File: config.mk
export PLATFORM = sky130hd
export DESIGN_NAME = uart_cmd_bridge
export DESIGN_NICKNAME = d
export VERILOG_FILES = /design/src/rtl/uart_cmd_bridge.sv
export SDC_FILE = /design/constraint.sdc
export NUM_CORES = 1
export LEC_CHECK = 0
export CAP_MARGIN = 20
export CORE_UTILIZATION = 30
export CTS_CLUSTER_DIAMETER = 200
export DETAILED_ROUTE_END_ITERATION = 10
export PLACE_DENSITY_LB_ADDON = 0.3
export SETUP_SLACK_MARGIN = 0.02
export SKIP_CTS_REPAIR_TIMING = 1
export SYNTH_ARGS = -nofsm -noshare
export SYNTH_HDL_FRONTEND = slang
export SYNTH_SLANG_ARGS = --single-unit
export TNS_END_PERCENT = 100
File: constraint.sdc
create_clock -name clk -period 2.7 [get_ports clk]
set_clock_uncertainty 0.15 [all_clocks]
set_input_delay 0.54 -clock clk [delete_from_list [all_inputs] [get_ports clk]]
set_output_delay 0.54 -clock clk [all_outputs]
set_load 0.005 [all_outputs]
File: src/rtl/uart_cmd_bridge.sv
// uart_cmd_bridge
// Byte-level command bridge: turns UART command frames into single-cycle
// register strobes and returns an acknowledge or read-data byte.
//
// state  | meaning
// -------+-----------------------------------------------------------
// IDLE   | waiting for a command byte
// WDATA  | collecting the 4 little-endian data bytes of a write frame
// WRITE  | we strobe, address/write_data stable
// READ   | re strobe toward the register block
// RCAP   | read_data valid this cycle, captured into tx_byte
// RESP   | tx_valid high until the transmitter accepts
module uart_cmd_bridge #(
    parameter int          TIMEOUT_CYCLES = 100000,
    parameter logic [7:0]  ACK_BYTE       = 8'hA5
) (
    input  logic        clk,
    input  logic        rst,
    input  logic        rx_valid,
    input  logic [7:0]  rx_byte,
    output logic        tx_valid,
    output logic [7:0]  tx_byte,
    input  logic        tx_ready,
    output logic [1:0]  address,
    output logic [31:0] write_data,
    output logic        we,
    output logic        re,
    input  logic [7:0]  read_data,
    output logic        busy,
    output logic        overrun,
    output logic        timeout
);

    localparam int             TW      = $clog2(TIMEOUT_CYCLES + 1);
    localparam logic [TW-1:0]  TC_LAST = TW'(TIMEOUT_CYCLES - 1);

    typedef enum logic [2:0] {
        S_IDLE,
        S_WDATA,
        S_WRITE,
        S_READ,
        S_RCAP,
        S_RESP
    } state_t;

    state_t         state;
    state_t         state_nxt;
    logic [1:0]     count;
    logic [TW-1:0]  tcnt;
    // first three data bytes; the fourth goes straight into write_data so a
    // partial frame never disturbs the value last presented to the registers
    logic [23:0]    data_buf;
    logic           tc_hit;
    logic           drop_byte;

    assign tc_hit    = (tcnt == TC_LAST);
    assign drop_byte = rx_valid && ((state == S_WRITE) || (state == S_READ) ||
                                    (state == S_RCAP)  || (state == S_RESP));

    // next-state decode and strobe/handshake outputs
    always_comb begin
        state_nxt = state;
        we        = 1'b0;
        re        = 1'b0;
        tx_valid  = 1'b0;
        timeout   = 1'b0;
        busy      = (state != S_IDLE);
        case (state)
            S_IDLE: begin
                if (rx_valid) begin
                    state_nxt = rx_byte[7] ? S_WDATA : S_READ;
                end
            end
            S_WDATA: begin
                if (rx_valid) begin
                    if (count == 2'd3) begin
                        state_nxt = S_WRITE;
                    end
                end else if (tc_hit) begin
                    state_nxt = S_IDLE;
                    timeout   = 1'b1;
                end
            end
            S_WRITE: begin
                we        = 1'b1;
                state_nxt = S_RESP;
            end
            S_READ: begin
                re        = 1'b1;
                state_nxt = S_RCAP;
            end
            S_RCAP: begin
                state_nxt = S_RESP;
            end
            S_RESP: begin
                tx_valid = 1'b1;
                if (tx_ready) begin
                    state_nxt = S_IDLE;
                end
            end
            default: begin
                state_nxt = S_IDLE;
            end
        endcase
    end

    // state register
    always_ff @(posedge clk) begin
        if (rst) begin
            state <= S_IDLE;
        end else begin
            state <= state_nxt;
        end
    end

    // frame datapath: address latch, byte assembly, inter-byte timer, response byte
    always_ff @(posedge clk) begin
        if (rst) begin
            address    <= '0;
            write_data <= '0;
            data_buf   <= '0;
            count      <= '0;
            tcnt       <= '0;
            tx_byte    <= '0;
        end else begin
            case (state)
                S_IDLE: begin
                    if (rx_valid) begin
                        address <= rx_byte[1:0];
                        count   <= '0;
                        tcnt    <= '0;
                    end
                end
                S_WDATA: begin
                    if (rx_valid) begin
                        count <= count + 2'd1;
                        tcnt  <= '0;
                        if (count == 2'd3) begin
                            write_data <= {rx_byte, data_buf};
                        end else begin
                            data_buf <= {rx_byte, data_buf[23:8]};
                        end
                    end else begin
                        tcnt <= tcnt + 1'b1;
                    end
                end
                S_WRITE: begin
                    tx_byte <= ACK_BYTE;
                end
                S_RCAP: begin
                    tx_byte <= read_data;
                end
                default: begin
                end
            endcase
        end
    end

    // sticky flag for bytes that arrive while a frame is being executed
    always_ff @(posedge clk) begin
        if (rst) begin
            overrun <= 1'b0;
        end else if (drop_byte) begin
            overrun <= 1'b1;
        end
    end

endmodule

==> impl_metrics.json <==
{
  "fillers": 1187,
  "grt.total_usage_pct": 15.0,
  "via_per_inst": 4.95,
  "synth_ff_type": "dfxtp_1",
  "cts.path.max_buffers": 2,
  "final_core_util_pct": 41.7,
  "detailedRoute.firstIterationViolations": 209,
  "period_needed_ns": 2.43,
  "dpl.hpwl_um": 5910,
  "synth_top_area_share_pct": 49.2,
  "numCtsBuffers": 9,
  "swShare_pct": 24.9,
  "grt_start_max_net_pins": 52,
  "netlist_area_um2": 3620,
  "final_max_slew_viol_count": 0,
  "setup_tns_ns": 0,
  "place_area_um2": 4510,
  "fin_nets": 549,
  "ys_seq_area_share_pct": 49.2,
  "maxCapViolCount": 0,
  "clock-root-buffer": "clkbuf_16",
  "clkPwrFrac_pct": 40.7,
  "die-area_um2": 12500,
  "clock_latency_ns": 0.34,
  "vias": 3338,
  "startpoint_type": "flip-flop",
  "fp.dieW_um": 112,
  "synth_area_leaders": "dfxtp_1 49%, nand2_1 14%, a21oi_1 9.7%",
  "drive_above_1_share_pct": 7.71,
  "max_slew.worst_pin.slew_ns": 0.628,
  "combinationalPowerShare_pct": 13.4,
  "grt_pass1_wl_um": 15200,
  "grt_pass1_vias": 3158,
  "core_area_um2": 11600,
  "critPathKind": "flip-flop to primary output",
  "seqCellArea_um2": 1790,
  "gp_congestion": 0.788,
  "diodes": 0,
  "internal_power_mw": 2.26,
  "grt_overflow_total": 0,
  "rows": 39,
  "ant_nets": 0,
  "worstPathRequired_ns": 2.01,
  "r2r_slack_ns": 0.77,
  "switchingPower_uw": 749,
  "clock_sinks": 89,
  "io_buffer_count": 67,
  "maxSlewHeadroom_pct": 58.1,
  "synth_top_area_cell": "dfxtp_1",
  "setup_viol": 0,
  "postSynth.asyncResetShare_pct": 0,
  "hold_violations": 0,
  "clkTransAtPathRegs_ns": 0.06,
  "crit_arrival_ns": 1.74,
  "powerDensity_nw_per_um2": 621,
  "dr.pass1.iters": 7,
  "syn_area_per_cell_um2": 7.86,
  "multi_input_area_um2": 1730,
  "postLayoutCellArea_um2": 4840,
  "p_seq_share_pct": 45.9,
  "cts_tree": "yes",
  "antenna_found_initial": 0,
  "outcome": "finished with violations",
  "period_share_pct": 90.0,
  "synth_edf_count": 0,
  "area_growth_pct": 33.7,
  "peakVddDrop_mv": 0.281,
  "drc": 3,
  "io_pins": 68,
  "violations": "DRC",
  "start_util_pct": 31.2,
  "p_leak_nw": 1.65,
  "rsz0062_at_grt": "no",
  "syn_inst": 461,
  "fmax_mhz": 412,
  "synth_nets": 483,
  "synth_cell_types": 42,
  "die_y_um": 112,
  "whs_ns": 0.307,
  "hp-class": "flip-flop to flip-flop",
  "worstSetupEndpointType": "primary output",
  "htreeDepth": 3,
  "ys_ff_latch": 89,
  "ys.warnings.count": 0,
  "routedWlPerCell_um": 13.2,
  "path_max_fanout": 17,
  "wl_um": 8880
}
-- synth_stat cells, types with 2 or more instances --
master,n
a22o_1,4
o31ai_1,3
or3_1,4
mux2i_1,4
nand4_1,8
a21oi_1,70
ha_1,2
dfxtp_1,89
a31oi_1,3
nor2_1,31
nor2b_1,4
nor4b_1,2
inv_1,5
a22oi_1,6
nor3_1,3
nand3b_1,2
and4_1,4
o21ai_0,6
a311oi_1,2
nand2_1,134
xor2_1,2
nand3_1,7
nor4_1,2
clkbuf_1,25
o22ai_1,6
and2_1,2
nand2b_1,5
or2_2,3
and3_1,4
or4_1,2
a211oi_1,6
-- cell families (layout without fill, tap and decap cells) --
kind of cell | after synthesis | in the layout | synth area share, %
XOR/XNOR | 2 | 2 | 0.484
adder cells (fa/ha/maj) | 2 | 2 | 0.690
buffers and inverters | 34 | 105 | 3.90
flip-flops | 89 | 89 | 49.2
AO/OA/AOI/OAI | 109 | 109 | 17.3
multiplexers | 4 | 4 | 1.11
AND/OR/NAND/NOR | 221 | 221 | 27.3
-- worst max-delay path: stages, from the launching register on --
cell,delay [ns]
dfxtp_1,0.31
buf_4,0.19
or3_1,0.42
clkdlybuf4s50_1,0.48
-- cell type report --
type / count / area share, %
Multi-Input combinational cell: 338 / 35.7
Timing Repair Buffer: 84 / 17.3
Tap cell: 143 / 3.69
Sequential cell: 89 / 37.0
Inverter: 5 / 0.387
Clock inverter: 4 / 1.08
Clock buffer: 12 / 4.88
-- per-stage QoR --
stage          setup WS, ns  cells  power, mW
2_1_floorplan         0.378    461       1.64
3_5_place_dp         -0.615    659       1.81
3_3_place_gp         -0.624    659       1.80
4_1_cts              -0.615    675       3.04
6_report              0.270    675       3.01
5_1_grt               0.182    675       3.15
-- state kept, by name, indices dropped and copies added, names as in the netlist --
signal / count
tcnt: 17
data_buf: 24
write_data: 32
overrun: 1
count: 2
state: 3
address: 2
tx_byte: 8
-- power groups by stage --
stage | registers, mW | logic, mW | clock network [mW]
floorplan | 1.41 | 0.228 | 0
global placement | 1.41 | 0.391 | 0
detailed placement | 1.41 | 0.397 | 0
CTS | 1.38 | 0.400 | 1.25
global route | 1.39 | 0.450 | 1.32
finish | 1.38 | 0.403 | 1.22
-- cell usage in the layout (no fill, tap or decap), types with 6 or more instances in the layout --
master	netlist	routed
a211oi_1	6	6
a21oi_1	70	70
a22oi_1	6	6
buf_4	1	14
clkbuf_16	0	9
clkdlybuf4s50_1	0	64
dfxtp_1	89	86
nand2_1	134	134
nand3_1	7	7
nand4_1	8	8
nor2_1	31	31
o21ai_0	6	6
o22ai_1	6	6
-- routing by layer --
metal  up-vias  global-route usage [%]  wire length, um
met5         -                       0                0
met1      1540                    21.2             4510
met4         0                    6.67              105
met3         8                    3.70              377
li1       1718                       -                -
met2        72                    21.5             3880
-- final timing paths --
kind,from,end,depth (start not counted)
setup reg to reg,state[2],tcnt[9],5
setup / recovery,state[2],busy,3
hold / removal,data_buf[6],write_data[6],2
hold reg to reg,data_buf[6],write_data[6],2
Power figures use the tool's default switching activity.
